--- src/rtl/cdb_arbiter_if.sv ---
// Requester-to-CDB bundle for the common data bus arbiter.
// The master modport is the arbiter side; slave is the functional-unit / consumer side.
interface cdb_arbiter_if #(
  parameter int unsigned N_CDB  = 4,
  parameter int unsigned NUM_FU = 8,
  parameter int unsigned PRF_W  = 6,
  parameter int unsigned ROB_W  = 5,
  parameter int unsigned XLEN   = 32
);
  logic                      branch_mispredict;
  logic [NUM_FU-1:0]         fu_valid;
  logic [NUM_FU*PRF_W-1:0]   fu_dest_prf;
  logic [NUM_FU*ROB_W-1:0]   fu_rob_idx;
  logic [NUM_FU*XLEN-1:0]    fu_value;
  logic [NUM_FU*XLEN-1:0]    fu_br_addr;
  logic [NUM_FU-1:0]         fu_br_taken;
  logic [NUM_FU-1:0]         fu_ready;
  logic [N_CDB-1:0]          cdb_valid;
  logic [N_CDB*PRF_W-1:0]    cdb_dest_prf;
  logic [N_CDB*ROB_W-1:0]    cdb_rob_idx;
  logic [N_CDB*XLEN-1:0]     cdb_value;
  logic [N_CDB*XLEN-1:0]     cdb_br_addr;
  logic [N_CDB-1:0]          cdb_br_taken;

  modport master (
    input  branch_mispredict, fu_valid, fu_dest_prf, fu_rob_idx, fu_value, fu_br_addr,
           fu_br_taken,
    output fu_ready, cdb_valid, cdb_dest_prf, cdb_rob_idx, cdb_value, cdb_br_addr, cdb_br_taken
  );

  modport slave (
    output branch_mispredict, fu_valid, fu_dest_prf, fu_rob_idx, fu_value, fu_br_addr,
           fu_br_taken,
    input  fu_ready, cdb_valid, cdb_dest_prf, cdb_rob_idx, cdb_value, cdb_br_addr, cdb_br_taken
  );
endinterface

--- src/rtl/cdb_arbiter.sv ---
// Round-robin arbiter granting up to N_CDB completing functional units per cycle onto a
// registered common data bus; flushed by branch mispredict.
module cdb_arbiter #(
  parameter int unsigned N_CDB  = 4,
  parameter int unsigned NUM_FU = 8,
  parameter int unsigned PRF_W  = 6,
  parameter int unsigned ROB_W  = 5,
  parameter int unsigned XLEN   = 32
) (
  input logic         clock,
  input logic         reset,
  cdb_arbiter_if.master bus
);
  localparam int unsigned PTR_W  = (NUM_FU > 1) ? $clog2(NUM_FU) : 1;
  localparam int unsigned SLOT_W = (N_CDB > 1) ? $clog2(N_CDB) : 1;
  localparam int unsigned CNT_W  = $clog2(N_CDB + 1);

  logic [PTR_W-1:0]        rr_ptr_q, rr_ptr_d;
  logic [NUM_FU-1:0]       grant;
  logic [N_CDB-1:0]        slot_hit;
  logic [PTR_W-1:0]        slot_src [N_CDB];
  logic [CNT_W-1:0]        cnt;
  logic [PTR_W:0]          sum;
  logic [PTR_W-1:0]        idx;
  logic                    blocked;

  logic [N_CDB-1:0]        valid_q;
  logic [N_CDB*PRF_W-1:0]  dest_q;
  logic [N_CDB*ROB_W-1:0]  rob_q;
  logic [N_CDB*XLEN-1:0]   value_q;
  logic [N_CDB*XLEN-1:0]   addr_q;
  logic [N_CDB-1:0]        taken_q;

  assign blocked = !reset || bus.branch_mispredict;

  // Scan from rr_ptr with wrap; the k-th hit in scan order lands in slot k.
  always_comb begin
    grant    = '0;
    slot_hit = '0;
    for (int unsigned k = 0; k < N_CDB; k++) slot_src[k] = '0;
    cnt      = '0;
    sum      = '0;
    idx      = '0;
    rr_ptr_d = rr_ptr_q;
    if (!blocked) begin
      for (int unsigned off = 0; off < NUM_FU; off++) begin
        sum = {1'b0, rr_ptr_q} + (PTR_W+1)'(off);
        if (sum >= (PTR_W+1)'(NUM_FU)) sum = sum - (PTR_W+1)'(NUM_FU);
        idx = sum[PTR_W-1:0];
        if (bus.fu_valid[idx] && (cnt < CNT_W'(N_CDB))) begin
          grant[idx]                  = 1'b1;
          slot_hit[cnt[SLOT_W-1:0]]   = 1'b1;
          slot_src[cnt[SLOT_W-1:0]]   = idx;
          cnt                         = cnt + CNT_W'(1);
          rr_ptr_d = (idx == PTR_W'(NUM_FU - 1)) ? '0 : idx + PTR_W'(1);
        end
      end
    end
  end

  assign bus.fu_ready = grant;

  always_ff @(posedge clock) begin
    if (!reset) begin
      rr_ptr_q <= '0;
      valid_q  <= '0;
      dest_q   <= '0;
      rob_q    <= '0;
      value_q  <= '0;
      addr_q   <= '0;
      taken_q  <= '0;
    end else if (bus.branch_mispredict) begin
      rr_ptr_q <= '0;
      valid_q  <= '0;
    end else begin
      rr_ptr_q <= rr_ptr_d;
      valid_q  <= slot_hit;
      for (int unsigned k = 0; k < N_CDB; k++) begin
        dest_q[k*PRF_W +: PRF_W] <= bus.fu_dest_prf[slot_src[k]*PRF_W +: PRF_W];
        rob_q[k*ROB_W +: ROB_W]  <= bus.fu_rob_idx[slot_src[k]*ROB_W +: ROB_W];
        value_q[k*XLEN +: XLEN]  <= bus.fu_value[slot_src[k]*XLEN +: XLEN];
        addr_q[k*XLEN +: XLEN]   <= bus.fu_br_addr[slot_src[k]*XLEN +: XLEN];
        taken_q[k]               <= bus.fu_br_taken[slot_src[k]];
      end
    end
  end

  assign bus.cdb_valid    = valid_q;
  assign bus.cdb_dest_prf = dest_q;
  assign bus.cdb_rob_idx  = rob_q;
  assign bus.cdb_value    = value_q;
  assign bus.cdb_br_addr  = addr_q;
  assign bus.cdb_br_taken = taken_q;
endmodule

--- src/flat_wrapper.sv ---
// flat-port wrapper written by rule: the top's interface ports become plain ports
module cdb_arbiter_flat 
#(
  parameter int unsigned N_CDB  = 4,
  parameter int unsigned NUM_FU = 8,
  parameter int unsigned PRF_W  = 6,
  parameter int unsigned ROB_W  = 5,
  parameter int unsigned XLEN   = 32
)
  (clock, reset, bus_branch_mispredict, bus_fu_valid, bus_fu_dest_prf, bus_fu_rob_idx, bus_fu_value, bus_fu_br_addr, bus_fu_br_taken, bus_fu_ready, bus_cdb_valid, bus_cdb_dest_prf, bus_cdb_rob_idx, bus_cdb_value, bus_cdb_br_addr, bus_cdb_br_taken);
  cdb_arbiter_if #(.N_CDB(N_CDB), .NUM_FU(NUM_FU), .PRF_W(PRF_W), .ROB_W(ROB_W), .XLEN(XLEN)) bus_i ();
  input logic clock;
  input logic reset;
  input wire logic [$bits(bus_i.branch_mispredict)-1:0] bus_branch_mispredict;
  input wire logic [$bits(bus_i.fu_valid)-1:0] bus_fu_valid;
  input wire logic [$bits(bus_i.fu_dest_prf)-1:0] bus_fu_dest_prf;
  input wire logic [$bits(bus_i.fu_rob_idx)-1:0] bus_fu_rob_idx;
  input wire logic [$bits(bus_i.fu_value)-1:0] bus_fu_value;
  input wire logic [$bits(bus_i.fu_br_addr)-1:0] bus_fu_br_addr;
  input wire logic [$bits(bus_i.fu_br_taken)-1:0] bus_fu_br_taken;
  output wire logic [$bits(bus_i.fu_ready)-1:0] bus_fu_ready;
  output wire logic [$bits(bus_i.cdb_valid)-1:0] bus_cdb_valid;
  output wire logic [$bits(bus_i.cdb_dest_prf)-1:0] bus_cdb_dest_prf;
  output wire logic [$bits(bus_i.cdb_rob_idx)-1:0] bus_cdb_rob_idx;
  output wire logic [$bits(bus_i.cdb_value)-1:0] bus_cdb_value;
  output wire logic [$bits(bus_i.cdb_br_addr)-1:0] bus_cdb_br_addr;
  output wire logic [$bits(bus_i.cdb_br_taken)-1:0] bus_cdb_br_taken;
  assign bus_i.branch_mispredict = bus_branch_mispredict;
  assign bus_i.fu_valid = bus_fu_valid;
  assign bus_i.fu_dest_prf = bus_fu_dest_prf;
  assign bus_i.fu_rob_idx = bus_fu_rob_idx;
  assign bus_i.fu_value = bus_fu_value;
  assign bus_i.fu_br_addr = bus_fu_br_addr;
  assign bus_i.fu_br_taken = bus_fu_br_taken;
  assign bus_fu_ready = bus_i.fu_ready;
  assign bus_cdb_valid = bus_i.cdb_valid;
  assign bus_cdb_dest_prf = bus_i.cdb_dest_prf;
  assign bus_cdb_rob_idx = bus_i.cdb_rob_idx;
  assign bus_cdb_value = bus_i.cdb_value;
  assign bus_cdb_br_addr = bus_i.cdb_br_addr;
  assign bus_cdb_br_taken = bus_i.cdb_br_taken;
  cdb_arbiter #(.N_CDB(N_CDB), .NUM_FU(NUM_FU), .PRF_W(PRF_W), .ROB_W(ROB_W), .XLEN(XLEN)) u_core (.clock(clock), .reset(reset), .bus(bus_i));
endmodule
--- config.mk ---
export PLATFORM = sky130hd
export DESIGN_NAME = cdb_arbiter_flat
export DESIGN_NICKNAME = d
export VERILOG_FILES = /design/src/rtl/cdb_arbiter_if.sv /design/src/rtl/cdb_arbiter.sv /design/src/flat_wrapper.sv
export SDC_FILE = /design/constraint.sdc
export NUM_CORES = 2
export LEC_CHECK = 0
export CAP_MARGIN = 10
export CELL_PAD_IN_SITES_DETAIL_PLACEMENT = 1
export CELL_PAD_IN_SITES_GLOBAL_PLACEMENT = 1
export CORE_AREA = 2 2 364 366
export CTS_CLUSTER_DIAMETER = 200
export DETAILED_ROUTE_END_ITERATION = 10
export DIE_AREA = 0 0 366 368
export PLACE_DENSITY_LB_ADDON = 0.12
export SYNTH_ARGS = -nofsm -noshare
export SYNTH_HDL_FRONTEND = slang
export SYNTH_SLANG_ARGS = --single-unit
--- constraint.sdc ---
create_clock -name clock -period 33.5 [get_ports clock]
set_clock_uncertainty 0.2 [all_clocks]
set_input_delay 10.05 -clock clock [delete_from_list [all_inputs] [get_ports clock]]
set_output_delay 10.05 -clock clock [all_outputs]
set_load 0.01 [all_outputs]
---- Yosys cells after proc, flatten, opt, wreduce, memory -nomap -nowiden ----
Index checks and enable logic that the tools add are counted.
Widths: inputs -> output; s select.
storage, ports and cells
  input port bits ......................... 619
  bits in registers ....................... 311
  output and inout port bits .............. 316
cells by class
  reductions and logical operators ........ 35
  mux-type cells .......................... 168
  shifts and indexed selects .............. 16
  bitwise gates (word level) .............. 23
  eq/ne operators ......................... 8
  order comparisons ....................... 63
  $mul .................................... 8
  add/sub/neg operators ................... 29
operators with widths
  kind                 count
  $shiftx 256x9->32    8
  $shiftx 48x7->6      4
  $mux 12              14
  $mux 3               54
  $shiftx 40x7->5      4
  $mux 8               16
  $bwmux 12            7
  $or 8x8->8           7
  $mux 4               13
  $lt 3x4->1 const B   12
  $add 3x1->3 const B  14
  $demux 3 s2          7
  $bmux 1 s3           12
  $mux 1               30
  $logic_and 1x1->1    29
  $ge 4x4->1 const B   7
  $demux 1 s3          8
  $eq 3x3->1 const B   8
  $ge 3x1->1 const B   8
  $mul 3x3->6 const B  4
  $or 4x4->4           6
  $sub 3x1->3 const B  8
  $ge 3x3->1 const B   7
  $lt 2x3->1 const B   7
  other kinds (18)     56

---- Longest topological paths before layout ----
  depth in word-level cells ............... 41
  mapped depth ............................ 42

---- Worst setup path before layout ----
Ideal clock, no wire load.
  kind .................................... in2out
  from .................................... in bus_fu_valid[4]
  to ...................................... out bus_fu_ready[1]
  arrival time ............................ 15.833 ns
  path slack .............................. 7.417 ns
  cell stages on the path ................. 29
  path buffers ............................ 5
  cells stage by stage .................... mux2i_1 > mux4_2 > clkinv_4 > clkbuf_1 > buf_1 > fa_1 > clkbuf_1 > nand2_1 > ha_1 > a221oi_2 > buf_2 > xnor2_1 > inv_1 > ha_1 > and2_1 > a222oi_1 > nand2_1 > inv_2 > ha_1 > inv_1 > o21ai_0 > a211oi_1 > o21a_1 > clkbuf_1 > nand2_1 > o21ai_0 > mux2_2 > a211oi_1 > a211oi_1
between the ends
  word-level cells in the longest chain between the ends .. 32
RTL lines
  what                          line                text
  start, declared               flat_wrapper.sv:15  input wire logic [$bits(bus_i.fu_valid)-1:0] bus_fu_valid;
  $bmux 1 s3                    cdb_arbiter.sv:50   if (bus.fu_valid[idx] && (cnt < CNT_W'(N_CDB))) begin
  $mux 1 (not written as such)  cdb_arbiter.sv:50
  $mux 1                        cdb_arbiter.sv:50
  $mux 3                        cdb_arbiter.sv:45   if (!blocked) begin
  $lt 3x3->1                    cdb_arbiter.sv:50
  $logic_and 1x1->1             cdb_arbiter.sv:50
  $mux 3                        cdb_arbiter.sv:50
  $mux 3                        cdb_arbiter.sv:45
  [... 16 more ...]             -
  $lt 3x3->1                    cdb_arbiter.sv:50
  $logic_and 1x1->1             cdb_arbiter.sv:50
  $mux 3                        cdb_arbiter.sv:50
  $mux 3                        cdb_arbiter.sv:45
  $lt 3x3->1                    cdb_arbiter.sv:50
  $logic_and 1x1->1             cdb_arbiter.sv:50
  $mux 8 (*)                    cdb_arbiter.sv:50
  $mux 8 (*)                    cdb_arbiter.sv:45
  end, declared                 flat_wrapper.sv:21  output wire logic [$bits(bus_i.fu_ready)-1:0] bus_fu_ready;
Mark *: on every way between the ends. The rest lies on a longest branch, timed or not. The select of a mux whose other input is x is not followed.

---- Worst setup path in the final report ----
  from .................................... in bus_fu_valid[3]
  to ...................................... out bus_fu_ready[1]
Same word-level chain as after synthesis.

==> key figures <==
Run status
  – Status: complete, no violations

Setup path
  – Cell depth of the worst flop-to-flop path: 35
  – Worst Path Arrival: 17.97 ns
  – Critical path type: input port to output port
  – Crit path required time: 23.25 ns
  – CP Launch Type: input port
  – CP endpoint kind: output port
  – Critical Path Fanout Max: 16

Logic synthesis
  – Sequential share of the synthesized area: about a fifth
  – Syn_nets: just under 5k
  – Yosys cell types: 83
  – Top FF cell, synth: dfxtp_1
  – Synthesis-stage register bit count: between 300 and 400
  – Cell taking the most area after synthesis: dfxtp_1
  – Number of synthesis warnings: 0
  – Mapped Cells: 4258
  – Post-synth EDFFs: 0
  – Cell with the most instances after synthesis: nand2_1
  – Largest cells by area after synthesis: dfxtp_1, mux2i_1, nand2_1
  – Synth async-reset ratio: 0%
  – Synth Area per Inst: 7.67 um2
  – Post-synthesis cell area: 0.0327 mm2
  – Synth cell count leaders: nand2_1, mux2i_1, clkbuf_1, dfxtp_1, o21ai_0
  – Top cell type's share of synthesized area: 19.1%

Floorplan
  – Die W: about 370 um
  – Initial Util: 25.0%
  – Num rows: around 130
  – Die footprint: 0.135 mm2
  – Die span in y: 368 um
  – IO Pins: roughly 940
  – Core ar.: 0.131 mm2

Clock network
  – H-tree Lvls: 2
  – Gates resized, CTS repair: 0
  – CTS max path bufs: 3
  – Cts hold-fix bufs: 0
  – CTS Sinks: 311
  – Clk_lat worst skew: 0.63 ns
  – Setup bufs post-CTS: 0
  – CTS tree: built
  – Clk root buf: clkbuf_16
  – Clock slew at reported path FFs: 0.06 ns
  – Cts bufs inserted: 49

Placed design
  – Hpwl dp: 147 mm
  – PortBufs: 934
  – RD Place Congestion: 0.894

STA
  – Pin slew with the least headroom to its limit: 1.14 ns
  – Period utilization: 84.2%
  – RSZ-0062 raised after global routing: no
  – Fin crit period: 28.22 ns
  – Max-Slew Margin vs Limit: 23.7%
  – Setup violations, final: 0
  – Final TNS setup: 0 ns
  – Fmax: between 30 and 40 MHz
  – Max-slew violation count: 0
  – Final hold violation count: 0

Drt
  – First-pass detailed-route iteration total: 5
  – Final ANT Viol Nets: 0
  – DRC viols: 0
  – Initial drt markers: 3624
  – Vias: 40.8k
  – Vias per cell: between 6 and 7
  – Routed wire length: 228 mm
  – Routed len/inst: 34.1 um

Global routing
  – GR Util All Layers: 32.2%
  – First-pass GRT wire length: 320 mm
  – Initial antenna violation count: 92
  – Pin count of the biggest net entering global routing: 179
  – Grt ovf: 0
  – Vias in the first global route: a little over 40k

Layout
  – Synth-to-Final Area Change: 36.7%
  – Layout cells sized above 1: 8.05%
  – Layout Nets: around 5.5k

Job
  – # Max-Cap Violations: 0

Min path
  – Hold Path Class: flip-flop to flip-flop
  – Hold path depth: 1
==> flip-flops by register name, summed over array words and instances (netlist names) <==
name and count:
u_core.bus.cdb_br_addr 128, u_core.bus.cdb_value 128, u_core.bus.cdb_dest_prf 24, u_core.bus.cdb_rob_idx 20, u_core.bus.cdb_br_taken 4, u_core.bus.cdb_valid 4, u_core.rr_ptr_q 3
==> layer usage <==
layer  GRT usage [%]  up-vias  wire length (um)
li1                -    17500                 -
met5               0        -               487
met2            53.4     1751            106000
met3            6.93      447             16100
met1            40.2    21000             95500
met4            13.4       76              9330
==> worst paths after layout <==
check | slack (ns) | start | to
worst max-delay path | 5.28 | bus_fu_valid[3] | bus_fu_ready[1]
worst min-delay path | 0.27 | u_core.bus.cdb_value[50] | u_core.bus.cdb_value[50]
worst max register to register | 20.26 | u_core.rr_ptr_q[1] | u_core.bus.cdb_value[29]
worst min register to register | 0.27 | u_core.bus.cdb_value[50] | u_core.bus.cdb_value[50]
==> metrics by stage <==
step           hold WS, ns  instances  cell area (um2)  setup slack (ns)  utilization [%]
6_report             0.269       6681            44600              5.28             34.1
5_1_grt              0.277       6675            44600              4.58             34.1
4_1_cts              0.270       6634            44500              5.39             34.0
3_5_place_dp         0.256       6550            42900              5.41             32.8
3_3_place_gp         0.249       6550            42900              5.54             32.8
2_1_floorplan        0.311       4258            32700              7.42                -
==> kinds of logic (layout without fill, tap and decap cells) <==
| kind of cell | count (synthesis) | after routing | synth area share (%) |
|---|---|---|---|
| simple gates | 1384 | 1384 | 17.8 |
| compound gates | 1296 | 1296 | 31.1 |
| mux | 733 | 733 | 23.7 |
| buf+inv | 496 | 1117 | 6.88 |
| flops | 311 | 311 | 19.1 |
| fa+ha+maj | 34 | 34 | 1.33 |
| xor+xnor | 4 | 4 | 0.107 |
| other cells | 0 | 47 | 0 |
==> layout make-up <==
cell class / instances / area, um2
Tap cell: 1755 / 2200
Antenna cell: 47 / 118
Sequential cell: 311 / 6230
Inverter: 26 / 115
Fill cell: 15500 / 86200
Clock buffer: 72 / 1400
Clock inverter: 12 / 194
Timing Repair Buffer: 1007 / 9960
Multi-Input combinational cell: 3451 / 24400
==> cells in the final DEF, fill, tap and decap left out, types with 6 or more instances in the layout <==
| cell | synthesis | layout |
|---|---|---|
| a211oi_2 | 30 | 30 |
| a211oi_1 | 130 | 130 |
| and2_1 | 12 | 9 |
| diode_2 | 0 | 47 |
| a32o_1 | 76 | 76 |
| mux2i_1 | 556 | 556 |
| o211a_1 | 78 | 78 |
| o211ai_1 | 11 | 11 |
| dfxtp_1 | 311 | 311 |
| nor2_1 | 49 | 44 |
| ha_1 | 33 | 33 |
| buf_4 | 24 | 69 |
| a221oi_1 | 81 | 81 |
| clkbuf_16 | 0 | 50 |
| nand2_1 | 1036 | 1032 |
| mux4_2 | 13 | 13 |
| inv_1 | 19 | 17 |
| nand3_1 | 98 | 96 |
| a32oi_1 | 153 | 153 |
| nor2_4 | 0 | 6 |
| clkdlybuf4s50_1 | 0 | 933 |
| a31oi_1 | 163 | 163 |
| clkbuf_8 | 0 | 7 |
| and3_1 | 157 | 156 |
| a2bb2oi_1 | 77 | 77 |
| o22ai_1 | 7 | 7 |
| a221o_1 | 78 | 78 |
| a311oi_1 | 78 | 78 |
| a21oi_1 | 102 | 101 |
| clkbuf_1 | 316 | 15 |
| nor3_1 | 12 | 12 |
| mux2_2 | 157 | 157 |
| o21ai_0 | 174 | 174 |
==> critical path: stages <==
cell and delay (ns):
clkdlybuf4s50_1 0.58, mux4_2 0.54, mux2i_1 0.38, inv_1 0.31, fa_1 0.79, nand2_1 0.16, ha_1 0.42, inv_1 0.09
o221ai_1 0.74, a21boi_0 0.31, ha_1 0.38, and2_1 0.14, a222oi_1 0.44, nand2_1 0.23, inv_2 0.15, ha_1 0.15
inv_1 0.05, o21ai_0 0.18, a211oi_1 0.09, o21a_1 0.37, nand2_1 0.16, o21ai_0 0.12, mux2_2 0.32, a211oi_1 0.22
a211oi_1 0.08, clkdlybuf4s50_1 0.51
Power is not shown: default switching activity piles up to over one toggle a cycle in this logic, so the estimate is an artifact.
